$ cat src/rtl/prng_uart_pkg.sv
// Shared types and default constants for the PRNG-to-UART transmitter slice.
package prng_uart_pkg;

    // UART transmitter states; IDLE must stay the reset encoding.
    typedef enum logic [1:0] {
        IDLE  = 2'd0,
        START = 2'd1,
        DATA  = 2'd2,
        STOP  = 2'd3
    } tx_state_e;

    // Default build parameters.
    localparam int DEF_CLKS_PER_BIT = 16;
    localparam int DEF_SAMPLE_DIV   = 8;
    localparam int DEF_FIFO_DEPTH   = 4;

    // 8N1 framing: eight data bits between one start and one stop bit.
    localparam int UART_DATA_BITS   = 8;

endpackage : prng_uart_pkg

$ cat src/rtl/prng_byte_fifo.sv
// Single-clock byte FIFO with first-word fall-through read data.
// Push is ignored when full and pop is ignored when empty; fullness is taken
// from the registered count, so a push into a full FIFO is refused even when a
// pop happens in the same cycle.
module prng_byte_fifo
    import prng_uart_pkg::*;
#(
    parameter int DEPTH = DEF_FIFO_DEPTH
) (
    input  logic                     clk,
    input  logic                     rst,
    input  logic                     push_i,
    input  logic                     pop_i,
    input  logic [7:0]               data_i,
    output logic [7:0]               data_o,
    output logic                     full_o,
    output logic                     empty_o,
    output logic [$clog2(DEPTH):0]   count_o
);

    localparam int PTR_W = $clog2(DEPTH);
    localparam int CNT_W = PTR_W + 1;
    localparam logic [CNT_W-1:0] CNT_FULL = CNT_W'(DEPTH);

    logic [7:0]       mem_q [DEPTH];
    logic [PTR_W-1:0] wr_ptr_q, wr_ptr_d;
    logic [PTR_W-1:0] rd_ptr_q, rd_ptr_d;
    logic [CNT_W-1:0] count_q, count_d;
    logic             do_push;
    logic             do_pop;

    assign full_o  = (count_q == CNT_FULL);
    assign empty_o = (count_q == '0);
    assign do_push = push_i && !full_o;
    assign do_pop  = pop_i && !empty_o;
    assign data_o  = mem_q[rd_ptr_q];
    assign count_o = count_q;

    // Next pointer and occupancy values; pointers wrap naturally at DEPTH.
    always_comb begin
        // NOTE: every signal assigned in a combinational block gets a default
        // first, so no path leaves it unassigned and no latch is inferred.
        wr_ptr_d = wr_ptr_q;
        rd_ptr_d = rd_ptr_q;
        count_d  = count_q;
        if (do_push) begin
            wr_ptr_d = wr_ptr_q + PTR_W'(1);
        end
        if (do_pop) begin
            rd_ptr_d = rd_ptr_q + PTR_W'(1);
        end
        case ({do_push, do_pop})
            2'b10:   count_d = count_q + CNT_W'(1);
            2'b01:   count_d = count_q - CNT_W'(1);
            default: count_d = count_q;
        endcase
    end

    // Pointer and occupancy registers; reset empties the FIFO.
    always_ff @(posedge clk or posedge rst) begin
        if (rst) begin
            wr_ptr_q <= '0;
            rd_ptr_q <= '0;
            count_q  <= '0;
        end else begin
            // NOTE: clocked state uses non-blocking assignments so every
            // register samples pre-edge values regardless of statement order.
            wr_ptr_q <= wr_ptr_d;
            rd_ptr_q <= rd_ptr_d;
            count_q  <= count_d;
        end
    end

    // Storage write port.
    // NOTE: the storage array has no reset; the pointers define which entries
    // are valid, and leaving the array unreset lets it map onto plain RAM.
    always_ff @(posedge clk) begin
        if (do_push) begin
            mem_q[wr_ptr_q] <= data_i;
        end
    end

endmodule : prng_byte_fifo

$ cat src/rtl/prng_uart_tx.sv
// Samples the free-running generator byte every SAMPLE_DIV enabled clocks,
// queues it in a small FIFO and sends queued bytes as UART 8N1 frames.
// Samples arriving while the FIFO is full are counted in a saturating counter.
module prng_uart_tx
    import prng_uart_pkg::*;
#(
    parameter int CLKS_PER_BIT = DEF_CLKS_PER_BIT,
    parameter int SAMPLE_DIV   = DEF_SAMPLE_DIV,
    parameter int FIFO_DEPTH   = DEF_FIFO_DEPTH
) (
    input  logic                          clk,
    input  logic                          rst,
    input  logic [7:0]                    rnd_in,
    input  logic                          en,
    output logic                          tx,
    output logic                          busy,
    output logic [$clog2(FIFO_DEPTH):0]   fifo_count,
    output logic [7:0]                    dropped
);

    // A divide-by-one build still needs a one-bit divider register.
    localparam int DIV_W = (SAMPLE_DIV > 1) ? $clog2(SAMPLE_DIV) : 1;
    localparam int TMR_W = $clog2(CLKS_PER_BIT);
    localparam int IDX_W = $clog2(UART_DATA_BITS);

    localparam logic [DIV_W-1:0] DIV_LAST = DIV_W'(SAMPLE_DIV - 1);
    localparam logic [TMR_W-1:0] TMR_LAST = TMR_W'(CLKS_PER_BIT - 1);
    localparam logic [IDX_W-1:0] IDX_LAST = IDX_W'(UART_DATA_BITS - 1);

    // Sample divider and drop counter.
    logic [DIV_W-1:0] div_q, div_d;
    logic [7:0]       dropped_q, dropped_d;
    logic             sample_strobe;

    // Transmitter state.
    tx_state_e        state_q, state_d;
    logic [TMR_W-1:0] tmr_q, tmr_d;
    logic [IDX_W-1:0] idx_q, idx_d;
    logic [7:0]       shift_q, shift_d;
    logic             tx_q, tx_d;
    logic             pop;
    logic             bit_done;

    // FIFO interface.
    logic [7:0]       fifo_data;
    logic             fifo_full;
    logic             fifo_empty;

    assign sample_strobe = en && (div_q == DIV_LAST);
    assign bit_done      = (tmr_q == TMR_LAST);

    prng_byte_fifo #(
        .DEPTH   (FIFO_DEPTH)
    ) u_fifo (
        .clk     (clk),
        .rst     (rst),
        .push_i  (sample_strobe),
        .pop_i   (pop),
        .data_i  (rnd_in),
        .data_o  (fifo_data),
        .full_o  (fifo_full),
        .empty_o (fifo_empty),
        .count_o (fifo_count)
    );

    // Divider restarts from zero whenever sampling is disabled.
    always_comb begin
        div_d = div_q;
        if (!en) begin
            div_d = '0;
        end else if (div_q == DIV_LAST) begin
            div_d = '0;
        end else begin
            div_d = div_q + DIV_W'(1);
        end
    end

    // Drop counter advances on a refused sample and sticks at 0xFF.
    always_comb begin
        dropped_d = dropped_q;
        if (sample_strobe && fifo_full && (dropped_q != 8'hFF)) begin
            dropped_d = dropped_q + 8'd1;
        end
    end

    // Divider and drop counter registers.
    always_ff @(posedge clk or posedge rst) begin
        if (rst) begin
            div_q     <= '0;
            dropped_q <= '0;
        end else begin
            div_q     <= div_d;
            dropped_q <= dropped_d;
        end
    end

    // Transmitter next state; tx_d is the line level for the coming cycle,
    // so the registered tx tracks the state without an output decode.
    always_comb begin
        state_d = state_q;
        tmr_d   = tmr_q;
        idx_d   = idx_q;
        shift_d = shift_q;
        tx_d    = tx_q;
        pop     = 1'b0;

        case (state_q)
            IDLE: begin
                tx_d  = 1'b1;
                tmr_d = '0;
                idx_d = '0;
                if (!fifo_empty) begin
                    pop     = 1'b1;
                    shift_d = fifo_data;
                    state_d = START;
                    tx_d    = 1'b0;
                end
            end

            START: begin
                if (bit_done) begin
                    tmr_d   = '0;
                    state_d = DATA;
                    tx_d    = shift_q[0];
                end else begin
                    tmr_d   = tmr_q + TMR_W'(1);
                end
            end

            DATA: begin
                if (bit_done) begin
                    tmr_d = '0;
                    if (idx_q == IDX_LAST) begin
                        idx_d   = '0;
                        state_d = STOP;
                        tx_d    = 1'b1;
                    end else begin
                        idx_d   = idx_q + IDX_W'(1);
                        shift_d = {1'b0, shift_q[7:1]};
                        tx_d    = shift_q[1];
                    end
                end else begin
                    tmr_d = tmr_q + TMR_W'(1);
                end
            end

            STOP: begin
                if (bit_done) begin
                    tmr_d = '0;
                    // Chain straight into the next frame when a byte waits.
                    if (!fifo_empty) begin
                        pop     = 1'b1;
                        shift_d = fifo_data;
                        state_d = START;
                        tx_d    = 1'b0;
                    end else begin
                        state_d = IDLE;
                        tx_d    = 1'b1;
                    end
                end else begin
                    tmr_d = tmr_q + TMR_W'(1);
                end
            end

            default: begin
                state_d = IDLE;
                tmr_d   = '0;
                idx_d   = '0;
                tx_d    = 1'b1;
            end
        endcase
    end

    // Transmitter registers; reset forces the line high at once.
    always_ff @(posedge clk or posedge rst) begin
        if (rst) begin
            state_q <= IDLE;
            tmr_q   <= '0;
            idx_q   <= '0;
            shift_q <= '0;
            tx_q    <= 1'b1;
        end else begin
            state_q <= state_d;
            tmr_q   <= tmr_d;
            idx_q   <= idx_d;
            shift_q <= shift_d;
            tx_q    <= tx_d;
        end
    end

    assign tx      = tx_q;
    assign busy    = (state_q != IDLE);
    assign dropped = dropped_q;

endmodule : prng_uart_tx
$ cat config.mk
export PLATFORM = sky130hd
export DESIGN_NAME = prng_uart_tx
export DESIGN_NICKNAME = d
export VERILOG_FILES = /design/src/rtl/prng_uart_pkg.sv /design/src/rtl/prng_byte_fifo.sv /design/src/rtl/prng_uart_tx.sv
export SDC_FILE = /design/constraint.sdc
export NUM_CORES = 1
export LEC_CHECK = 0
export CAP_MARGIN = 0
export CORE_MARGIN = 3
export CORE_UTILIZATION = 60
export CTS_BUF_LIST = sky130_fd_sc_hd__clkbuf_4
export DETAILED_ROUTE_END_ITERATION = 10
export PLACE_DENSITY = 0.82
export SLEW_MARGIN = 0
export SYNTH_ARGS = -nofsm -noshare
export SYNTH_HDL_FRONTEND = slang
export SYNTH_HIERARCHICAL = 1
export SYNTH_SLANG_ARGS = --single-unit
$ cat constraint.sdc
create_clock -name clk -period 4.3 [get_ports clk]
set_input_delay 0.86 -clock clk [delete_from_list [all_inputs] [get_ports clk]]
set_output_delay 0.86 -clock clk [all_outputs]
set_load 0.1 [all_outputs]
Word level (Yosys, flattened, before mapping) --
Memory sizes are Yosys's and may differ from the RTL's. Cells that the tools add are included.
Operators by class: add/subtract/negate cells 8, multiply operators 0, div/mod/pow operators 0, magnitude comparators 0, equal/unequal tests 16, shifts and indexed selects 0, mux-type cells 31, bitwise logic cells 0, reductions and logical operators 18
Operator list (number):
- 8-bit 2-to-1 mux | 4
- 8-bit one-hot mux with 3 select lines | 1
- 3-bit 2-to-1 mux | 4
- 2-bit != test (second input constant) | 6
- 3-bit one-hot mux with 2 select lines | 2
- 1-bit 2-to-1 mux | 10
- 2-bit 2-to-1 mux | 5
- 3-bit by 1-bit adder with 3-bit output (second input constant) | 3
- 3-bit equality test (second input constant) | 3
- 8-bit by 1-bit adder with 8-bit output (second input constant) | 1
- 8-bit != test (second input constant) | 1
- 2-bit one-hot mux with 4 select lines | 1
- 4-bit one-hot mux with 2 select lines | 1
- 2-bit equality test (second input constant) | 3
- 2-bit nonzero test | 3
- 1-bit logical AND | 5
- 5-bit AND reduction | 1
- 2-bit by 1-bit adder with 2-bit output (second input constant) | 2
- 4-bit by 1-bit adder with 4-bit output (second input constant) | 1
- 2-bit by 1-bit equality test with 1-bit output (second input constant) | 2
- 4-bit equality test (second input constant) | 1
- 4-bit 2-to-1 mux | 1
- 1-bit one-hot mux with 4 select lines | 1
- 4-bit AND reduction | 1
- 9 further kinds | 10
Storage, ports and cells: flip-flop bits (word level) 36, latch bits 0, bits in writable memories 32, memory bits (read-only) 0, output and inout port bits 13, memories 1
Memory list:
- u_fifo.mem_q | words 4, bits a word 8, rd ports 1, clocked after Yosys merged registers in 0, wr ports 1, line prng_byte_fifo.sv:25 | logic [7:0] mem_q [DEPTH];

Logic depth before layout (Yosys ltp) --
Gate-level depths: netlist of run 1.
depth after elaboration 7, mapped depth 12

Modules after synthesis --
Netlist of run 1, hierarchy kept.
By module, submodules not included:
- prng_byte_fifo | instances 1, cells an instance 80, area each 1596.5 sq um
- prng_uart_tx | instances 1, cells an instance 149, area each 1552.7 sq um

Worst setup path before layout of run 1 --
OpenSTA, ideal clock, no wires.
path type register to register, start point reg u_fifo.count_q[0], in the netlist u_fifo/count_o[0], end point reg u_fifo.count_q[2], in the netlist u_fifo/count_o[2], setup time 0.164 ns, data arrival time 2.558 ns, required time 4.136 ns, setup slack 1.578 ns, cell stages (with the launch flop) 10, buffers on the path 0, clock period less this slack 2.722 ns, cells stage by stage dfrtp_1 nor3_1 nor3_1 o31a_2 ha_1 inv_1 fa_1 xor2_1 nor2_1 xor2_1
Between the ends: cells in the longest elaborated chain, start to end 7
RTL lines:
- start, declared | line prng_byte_fifo.sv:28 | logic [CNT_W-1:0] count_q, count_d;
- start signal, assigned | line prng_byte_fifo.sv:70 | count_q <= count_d;
- 3-bit zero test (*) | line prng_byte_fifo.sv:33 | assign empty_o = (count_q == '0);
- net fifo_empty | line prng_uart_tx.sv:47 | logic fifo_empty;
- 1-bit 2-to-1 mux (*) | line prng_uart_tx.sv:112, prng_uart_tx.sv:151
- 1-bit 2-to-1 mux | line prng_uart_tx.sv:148 | if (bit_done) begin
- 1-bit one-hot mux with 2 select lines (*) | line prng_uart_tx.sv:107 | case (state_q)
- net pop | line prng_uart_tx.sv:41 | logic pop;
- 1-bit logical AND (*) | line prng_byte_fifo.sv:35 | assign do_pop = pop_i && !empty_o;
- net u_fifo.do_pop | line prng_byte_fifo.sv:30 | logic do_pop;
- 2-bit by 1-bit equality test with 1-bit output / 2-bit equality test (equally long branches) | line prng_byte_fifo.sv:52 | case ({do_push, do_pop})
- 3-bit one-hot mux with 2 select lines / 2-bit nonzero test (equally long branches)
The timed path passes the listed nets; every way through them passes the cells marked *. A chain may end at the register's enable or synchronous reset.

Final worst setup path of run 1 --
start point reg state_q[1], end point out busy
Between the ends: cells in the longest elaborated chain, start to end 1
RTL lines:
- start, declared | line prng_uart_tx.sv:36 | tx_state_e state_q, state_d;
- start signal, assigned | line prng_uart_tx.sv:183 | state_q <= state_d;
- 2-bit nonzero test | line prng_uart_tx.sv:192 | assign busy = (state_q != IDLE);
- end, declared | line prng_uart_tx.sv:16 | output logic busy,
No other way between the ends.

==> results of run 1 <==
[flip-flops by register name, indices dropped and copies added (netlist names)]
register         cells
div_q                3
u_fifo/wr_ptr_q      2
u_fifo/count_o       3
state_q              2
idx_q                3
u_fifo/mem_q        32
u_fifo/rd_ptr_q      2
tmr_q                4
tx                   1
shift_q              8
dropped              8
[power by group]
| part | internal [uW] | total [uW] | switching (uW) |
|---|---|---|---|
| combinational | 26.5 | 76.9 | 50.4 |
| sequential | 690 | 701 | 11.0 |
| clock | 175 | 398 | 222 |
[per-stage QoR]
stage	hold WS [ns]	utilization
2_1_floorplan	0.4151	-
3_3_place_gp	0.4402	0.6973
3_5_place_dp	0.4469	0.6973
4_1_cts	0.4619	0.7246
5_1_grt	0.4786	0.7246
6_report	0.4613	0.7246
[final cells by class]
cell class              count  share of cell area
clock buffers               9             0.01899
clock inverters             7             0.01864
inverters                  16             0.01688
multi-input cells         138              0.3337
flip-flops and latches     68              0.5236
well taps                  67             0.02356
repair buffers             23             0.06470
[kinds of logic (layout without fill, tap and decap cells)]
group / after synthesis / after routing / share of synthesized area
XOR/XNOR: 10 / 10 / 0.02781
AO/OA/AOI/OAI: 29 / 29 / 0.06039
AND/OR/NAND/NOR: 57 / 57 / 0.1001
multiplexers: 23 / 23 / 0.1108
buffers and inverters: 23 / 55 / 0.03139
adder cells (fa/ha/maj): 19 / 19 / 0.07787
flip-flops: 68 / 68 / 0.5916
[path summary, 6_finish.rpt]
path / startpoint / endpoint / slack, ns / cells after the start
max in group asynchronous: rst / state_q[0]$_DFFE_PP0P_ / 2.61 / 2
min in group asynchronous: rst / u_fifo/rd_ptr_q[0]$_DFFE_PP0P_ / 0.71 / 2
worst min register to register: div_q[0]$_DFF_PP0_ / div_q[0]$_DFF_PP0_ / 0.46 / 1
worst max-delay path: state_q[1]$_DFFE_PP0P_ / busy / 0.98 / 4
worst max register to register: tmr_q[0]$_DFF_PP0_ / u_fifo/count_o[2]$_DFFE_PP0P_ / 1.78 / 11
worst min-delay path: div_q[0]$_DFF_PP0_ / div_q[0]$_DFF_PP0_ / 0.46 / 1
[layer usage]
metal	vias up	GRT usage	wire length, um
met5	-	0	0
met4	0	0.09441	58
met3	4	0.04358	223
met2	39	0.3065	2616
met1	922	0.2519	2261
li1	879	-	-
[layout by cell type (no fill, tap or decap), types with 2 or more instances in the layout]
cell type,n
nand3_1,4
nor3_1,5
clkinv_2,4
mux4_2,8
mux2_1,3
and2_2,4
ha_1,18
nor2_1,13
mux2i_1,9
o21ai_1,4
clkdlybuf4s50_1,23
xor2_1,3
inv_1,16
dfrtp_1,35
nand4_1,2
a21oi_1,14
clkbuf_4,9
mux2_4,3
nand2_1,13
o21ai_0,2
and3_1,4
edfxtp_1,32
a22o_1,2
xnor2_1,7
and2_1,3
==> results.json, run 1 <==
{
  "synth_seq_cells": 68,
  "post_cts_buffers": 0,
  "fillCellCount": 338,
  "skew_ns": 0.01214,
  "antenna_found_initial": 0,
  "stdcell_area_um2": 3558,
  "row_count": 25,
  "antenna_cells": 0,
  "synth_top_area_frac": 0.3051,
  "clk_latency_ns": 0.39,
  "synth_top_area_cell": "edfxtp_1",
  "syn_nets": 259,
  "cts_tree": "done",
  "hold_viol": 0,
  "ys_top_cells_by_area": "edfxtp_1 (31%), dfrtp_1 (28%), ha_1 (7.2%)",
  "gp_congestion": 0.7616,
  "wire_per_inst_um": 15.73,
  "die_w_um": 78.45,
  "start_util": 0.6413,
  "fin_crit_sh": 0.7729,
  "place_inst": 312,
  "async_reset_ff_frac": 0.5294,
  "pre_cts_slack_ns": 1.393,
  "die_area_um2": 6154,
  "tns_ns": 0,
  "post_dp_cell_area_um2": 3425,
  "synth_seq_area_share": 0.5916,
  "clock-sinks": 68,
  "core_area_um2": 4911,
  "ys_types": 44,
  "grt_setup_unrepaired": "false",
  "via_count": 1844,
  "crit_path_max_incr_delay_ns": 1.14,
  "syn-cell-area_um2": 3149,
  "cp_slowest_cell": "clkdlybuf4s50_1",
  "max_freq_mhz": 300.9,
  "setup_viol": 0,
  "min_path_type": "reg -> reg",
  "drt_wl_total_um": 5160,
  "multiInputGateArea_um2": 1187,
  "remaining_drc_errors": 0,
  "cp.buffers_inverters": 3,
  "fp.dieH_um": 78.45,
  "drive_gt1_frac": 0.1418,
  "worstMarginPinSlew_ns": 1.056,
  "cp_common_cell": "inv_1",
  "nets": 286,
  "slew_headroom": 0.2952,
  "ant_nets": 0,
  "powerDensity_nw_per_um2": 330.2,
  "holdBufCountCts": 0,
  "syn_to_final_growth_pct": 12.99,
  "cts.reportedPaths.clkPinSlew_ns": 0.12,
  "yosysWarnings": 6,
  "p_leak_uw": 0.001521,
  "drt-vias-per-instance": 5.622,
  "synth_edf_count": 32,
  "crit_arrival_ns": 2.46,
  "path_delay_family": "buffers and inverters",
  "drtPass1Iterations": 4,
  "path_max_fanout": 9,
  "htreeDepth": 3,
  "cp.required_ns": 3.44,
  "first_iter_violations": 98,
  "ctsResizeCount": 0,
  "crit_path_end_kind": "output port",
  "grt_pass1_vias": 1914,
  "grt.total_usage": 0.1931,
  "cts_made_buffers": 9,
  "yosysMostFrequentCell": "dfrtp_1",
  "io_pins": 24,
  "finalNonFillerCells": 328,
  "cp_cell_sequence": "inv_1 > ha_1 > inv_1 > clkdlybuf4s50_1",
  "setup_ws_ns": 0.9763,
  "period_needed_ns": 3.324,
  "synth_flop_cell": "dfrtp_1",
  "slew_violations": 0,
  "syn_area_per_cell_um2": 13.75,
  "seq_area_um2": 1863,
  "grt_max_degree": 30,
  "syn_inst": 229,
  "drv_cap": 0,
  "p_total_uw": 1175,
  "critPathKind": "reg -> out",
  "status": "complete, no violations",
  "cts_root_buf": "clkbuf_4",
  "clock_tree.buffer_depth": 2,
  "hpwl_um": 3712,
  "start_kind": "flip-flop",
  "grt_pass1_wl_um": 9032,
  "ir_drop_v": 0.0002928,
  "netlist_top_cells_count": "dfrtp_1 (35), edfxtp_1 (32), ha_1 (18), inv_1 (16), a21oi_1 (14)",
  "grt-ovfl-total": 0,
  "numPortBuffers": 23
}
No activity file was read; power rests on OpenSTA's default activity.
==> run 2, diff against run 1 <==
clock period = 3.5 ns   (was 4.3 ns; I/O delays follow)
==> run 2 against run 1 <==
  * Cell count is 0.30% higher
  * Worst hold slack worse by 0.0036 ns
  * Sequential power rose by 23%
==> results.json, run 2 (synthesis gave the netlist of run 1 again) <==
{
  "die_area_um2": 6154,
  "grt_pass1_wl_um": 8273,
  "gp_congestion": 0.7816,
  "clock-sinks": 68,
  "core_area_um2": 4911,
  "cts_root_buf": "clkbuf_4",
  "ctsResizeCount": 0,
  "via_count": 1785,
  "setup_ws_ns": 0.7689,
  "drt-vias-per-instance": 5.426,
  "nets": 287,
  "cts.reportedPaths.clkPinSlew_ns": 0.10,
  "start_kind": "flip-flop",
  "critPathKind": "reg -> out",
  "crit_path_end_kind": "output port",
  "ir_drop_v": 0.0003382,
  "finalNonFillerCells": 329,
  "fp.dieH_um": 78.45,
  "tns_ns": 0,
  "powerDensity_nw_per_um2": 391.0,
  "hold_viol": 0,
  "cp_slowest_cell": "clkdlybuf4s50_1",
  "htreeDepth": 3,
  "cts_tree": "done",
  "path_delay_family": "buffers and inverters",
  "cts_made_buffers": 9,
  "largest_register_ffs": 32,
  "drtPass1Iterations": 4,
  "setup_viol": 0,
  "wire_per_inst_um": 15.12,
  "drv_cap": 0,
  "clock_tree.buffer_depth": 2,
  "final_cell_mix": "dfrtp_1 (35), edfxtp_1 (32), ha_1 (18)",
  "syn_to_final_growth_pct": 12.04,
  "grt-ovfl-total": 0,
  "max_freq_mhz": 366.1,
  "slew_headroom": 0.3495,
  "final_core_util": 0.7185,
  "remaining_drc_errors": 0,
  "post_dp_cell_area_um2": 3417,
  "antenna_found_initial": 0,
  "drive_gt1_frac": 0.1641,
  "post_cts_buffers": 0,
  "path_max_fanout": 7,
  "regMostFlops": "u_fifo/mem_q",
  "status": "complete, no violations",
  "cp_cell_sequence": "clkdlybuf4s50_1",
  "skew_ns": 0.01069,
  "grt.total_usage": 0.1821,
  "grt_max_degree": 30,
  "holdBufCountCts": 0,
  "start_util": 0.6413,
  "first_iter_violations": 82,
  "die_w_um": 78.45,
  "grt_pass1_vias": 1730,
  "row_count": 25,
  "place_inst": 313,
  "clk_latency_ns": 0.41,
  "fin_crit_sh": 0.7803,
  "slew_violations": 0,
  "io_pins": 24,
  "numPortBuffers": 23,
  "p_leak_uw": 0.001517,
  "mostFrequentLayoutCell": "dfrtp_1",
  "r2r_setup_slack_ns": 0.95,
  "worstMarginPinSlew_ns": 0.9727,
  "stdcell_area_um2": 3528,
  "grt_setup_unrepaired": "false",
  "hpwl_um": 3498,
  "antenna_cells": 0,
  "ant_nets": 0,
  "pre_cts_slack_ns": 0.8696,
  "crit_arrival_ns": 2.03,
  "crit_path_max_incr_delay_ns": 1.17,
  "drt_wl_total_um": 4976,
  "min_path_type": "reg -> reg",
  "cp.buffers_inverters": 1,
  "period_needed_ns": 2.731,
  "cp.required_ns": 2.80
}
-- run 2: area by class of cell --
cell class | count | area [um2]
Timing Repair Buffer | 24 | 222.7
Inverter | 16 | 60.06
Clock inverter | 5 | 28.78
Tap cell | 67 | 83.83
Fill cell | 333 | 1383
Sequential cell | 68 | 1863
Multi-Input combinational cell | 138 | 1187
Clock buffer | 11 | 82.58
-- run 2: stage by stage --
stage                     hold slack, ns  total power [uW]
after floorplan                   0.4151             937.1
after global placement            0.4365             967.6
after detailed placement          0.4426             971.2
after CTS                         0.4571              1396
after global routing              0.4694              1442
final                             0.4577              1380
-- run 2: worst paths after layout --
kind,startpoint,endpoint,depth (start not counted)
min in group asynchronous,rst,u_fifo/rd_ptr_q[0]$_DFFE_PP0P_,2
max,dropped[2]$_DFFE_PP0P_,dropped[2],1
max reg2reg,tmr_q[0]$_DFF_PP0_,u_fifo/count_o[2]$_DFFE_PP0P_,11
max in group asynchronous,rst,tx$_DFFE_PP1P_,3
min reg2reg,div_q[0]$_DFF_PP0_,div_q[0]$_DFF_PP0_,1
min,div_q[0]$_DFF_PP0_,div_q[0]$_DFF_PP0_,1
-- run 2: metal layers --
| layer | part of all wire | global-route usage | up-vias |
|---|---|---|---|
| met1 | 0.46 | 0.2282 | 873 |
| li1 | - | - | 874 |
| met3 | 0.040 | 0.06307 | 7 |
| met4 | 0.015 | 0.07168 | 0 |
| met2 | 0.48 | 0.2920 | 31 |
| met5 | 0 | 0 | - |
-- run 2: report_power, final --
part           internal (uW)  switching [uW]  total, uW  leakage (uW)
clock                    157             269        426     0.0000603
combinational           31.8            61.4       93.2      0.000716
sequential               847            13.1        860      0.000740
total                   1040             344       1380       0.00152
==> run 3, diff against run 2 <==
clock period = 2.6 ns   (was 3.5 ns; I/O delays follow)
==> run 3 against run 2 <==
  * Largest power group unchanged
  * Critical path depth is 10 higher
  * Clock skew shrank 0.00068 ns
  * Utilization rose by 0.54 points
  * Cell count grew 0.61%
  * Flip-flop and latch count unchanged
  * Via count increased by 3.1%
  * Global-route usage grew 0.62 points
  * Non-clock buffer count increased by 2
  * Wire length about the same
  * Sequential power up 35%
  * Clock power rose by 55%
  * Sequential share of layout area is 0.28 points lower
==> results.json, run 3 (synthesis gave the netlist of run 1 again) <==
{
  "grt_setup_unrepaired": "false",
  "p_total_uw": 1946,
  "start_kind": "flip-flop",
  "die_area_um2": 6154,
  "die_w_um": 78.45,
  "crit_arrival_ns": 2.73,
  "fp.dieH_um": 78.45,
  "powerDensity_nw_per_um2": 547.4,
  "fillCellCount": 328,
  "path_max_fanout": 5,
  "nets": 289,
  "cts_tree": "done",
  "gp_congestion": 0.8386,
  "drive_gt1_frac": 0.2121,
  "cts.reportedPaths.clkPinSlew_ns": 0.11,
  "tns_ns": 0,
  "ant_nets": 0,
  "row_count": 25,
  "start_util": 0.6413,
  "min_path_type": "in -> async",
  "io_pins": 24,
  "drtPass1Iterations": 4,
  "htreeDepth": 3,
  "grt-ovfl-total": 0,
  "drt-vias-per-instance": 5.559,
  "antenna_cells": 0,
  "cp.required_ns": 2.91,
  "wire_per_inst_um": 15.02,
  "cts_made_buffers": 9,
  "drt_wl_total_um": 4973,
  "clk_latency_ns": 0.38,
  "status": "complete, no violations",
  "clock-sinks": 68,
  "cts_root_buf": "clkbuf_4",
  "slew_violations": 0,
  "p_leak_uw": 0.001552,
  "final_cell_mix": "dfrtp_1 (32), edfxtp_1 (32), ha_1 (18)",
  "final_core_util": 0.7238,
  "remaining_drc_errors": 0,
  "slew_headroom": 0.5805,
  "numPortBuffers": 23,
  "syn_to_final_growth_pct": 12.87,
  "drv_cap": 0,
  "clock_tree.buffer_depth": 2,
  "grt_pass1_vias": 1885,
  "hpwl_um": 3610,
  "holdBufCountCts": 0,
  "period_needed_ns": 2.411,
  "fin_crit_sh": 0.9275,
  "max_freq_mhz": 414.7,
  "antenna_found_initial": 0,
  "first_iter_violations": 93,
  "core_area_um2": 4911,
  "critPathKind": "reg -> reg",
  "regMostFlops": "u_fifo/mem_q",
  "skew_ns": 0.01001,
  "largest_register_ffs": 32,
  "grt_pass1_wl_um": 8790,
  "grt.total_usage": 0.1883,
  "via_count": 1840,
  "hold_viol": 0,
  "setup_viol": 0,
  "worstMarginPinSlew_ns": 0.6273,
  "grt_max_degree": 30,
  "crit_path_end_kind": "flip-flop",
  "ir_drop_v": 0.0005016
}
[run 3: layout make-up]
cell class              count  area [um2]  share of cell area
clock inverters             5       52.55             0.01478
well taps                  67       83.83             0.02358
clock buffers              11       82.58             0.02323
flip-flops and latches     68        1867              0.5252
repair buffers             26       220.2             0.06195
inverters                  16       60.06             0.01690
multi-input cells         138        1189              0.3344
[run 3: stage by stage]
stage                     area, um2  instances  worst slack (ns)  hold WS, ns
after CTS                      3553        331            0.1811       0.3617
after floorplan                3153        229            0.2546       0.3232
after global routing           3555        331          0.006026       0.3767
after detailed placement       3418        315            0.1586       0.4549
after global placement         3418        315            0.2212       0.4444
final                          3555        331            0.1885       0.3752
[run 3: critical path: stages, from the launching register on]
cell and delay (ns):
dfrtp_1 0.41, ha_1 0.24, and3_2 0.25, a21oi_1 0.08, nor3_1 0.14, o31a_2 0.20, ha_1 0.18, inv_1 0.06
fa_1 0.38, xor2_1 0.15, nor2_1 0.11, xor2_1 0.15
[run 3: worst paths after layout]
path                                    startpoint                        endpoint  slack, ns  cells past startpoint
worst max-delay path            tmr_q[0]$_DFF_PP0_   u_fifo/count_o[2]$_DFFE_PP0P_       0.19                     11
worst min-delay path                           rst  u_fifo/wr_ptr_q[1]$_DFFE_PP0P_       0.38                      2
worst max register to register  tmr_q[0]$_DFF_PP0_   u_fifo/count_o[2]$_DFFE_PP0P_       0.19                     11
worst min register to register  div_q[0]$_DFF_PP0_              div_q[0]$_DFF_PP0_       0.47                      1
max in group asynchronous                      rst                  tx$_DFFE_PP1P_       1.76                      3
min in group clk                div_q[0]$_DFF_PP0_              div_q[0]$_DFF_PP0_       0.47                      1
[run 3: power by group]
group	internal [uW]	total [uW]	switching, uW
combinational	43.6	127	83.1
sequential	1140	1160	18.7
clock	311	659	348
total	1500	1950	450
[run 3: layer usage]
metal	vias to the layer above	routed length (um)	GRT usage
li1	877	-	-
met1	918	2256	0.2435
met2	35	2483	0.3082
met3	10	136	0.04128
met4	0	97	0.08042
met5	-	0	0
[run 3: timing repair]
item / 4_1_cts / 5_1_grt
gates resized for setup: 0 / 1
setup buffers: 0 / 0
endpoints found under the setup margin: 0 / 1
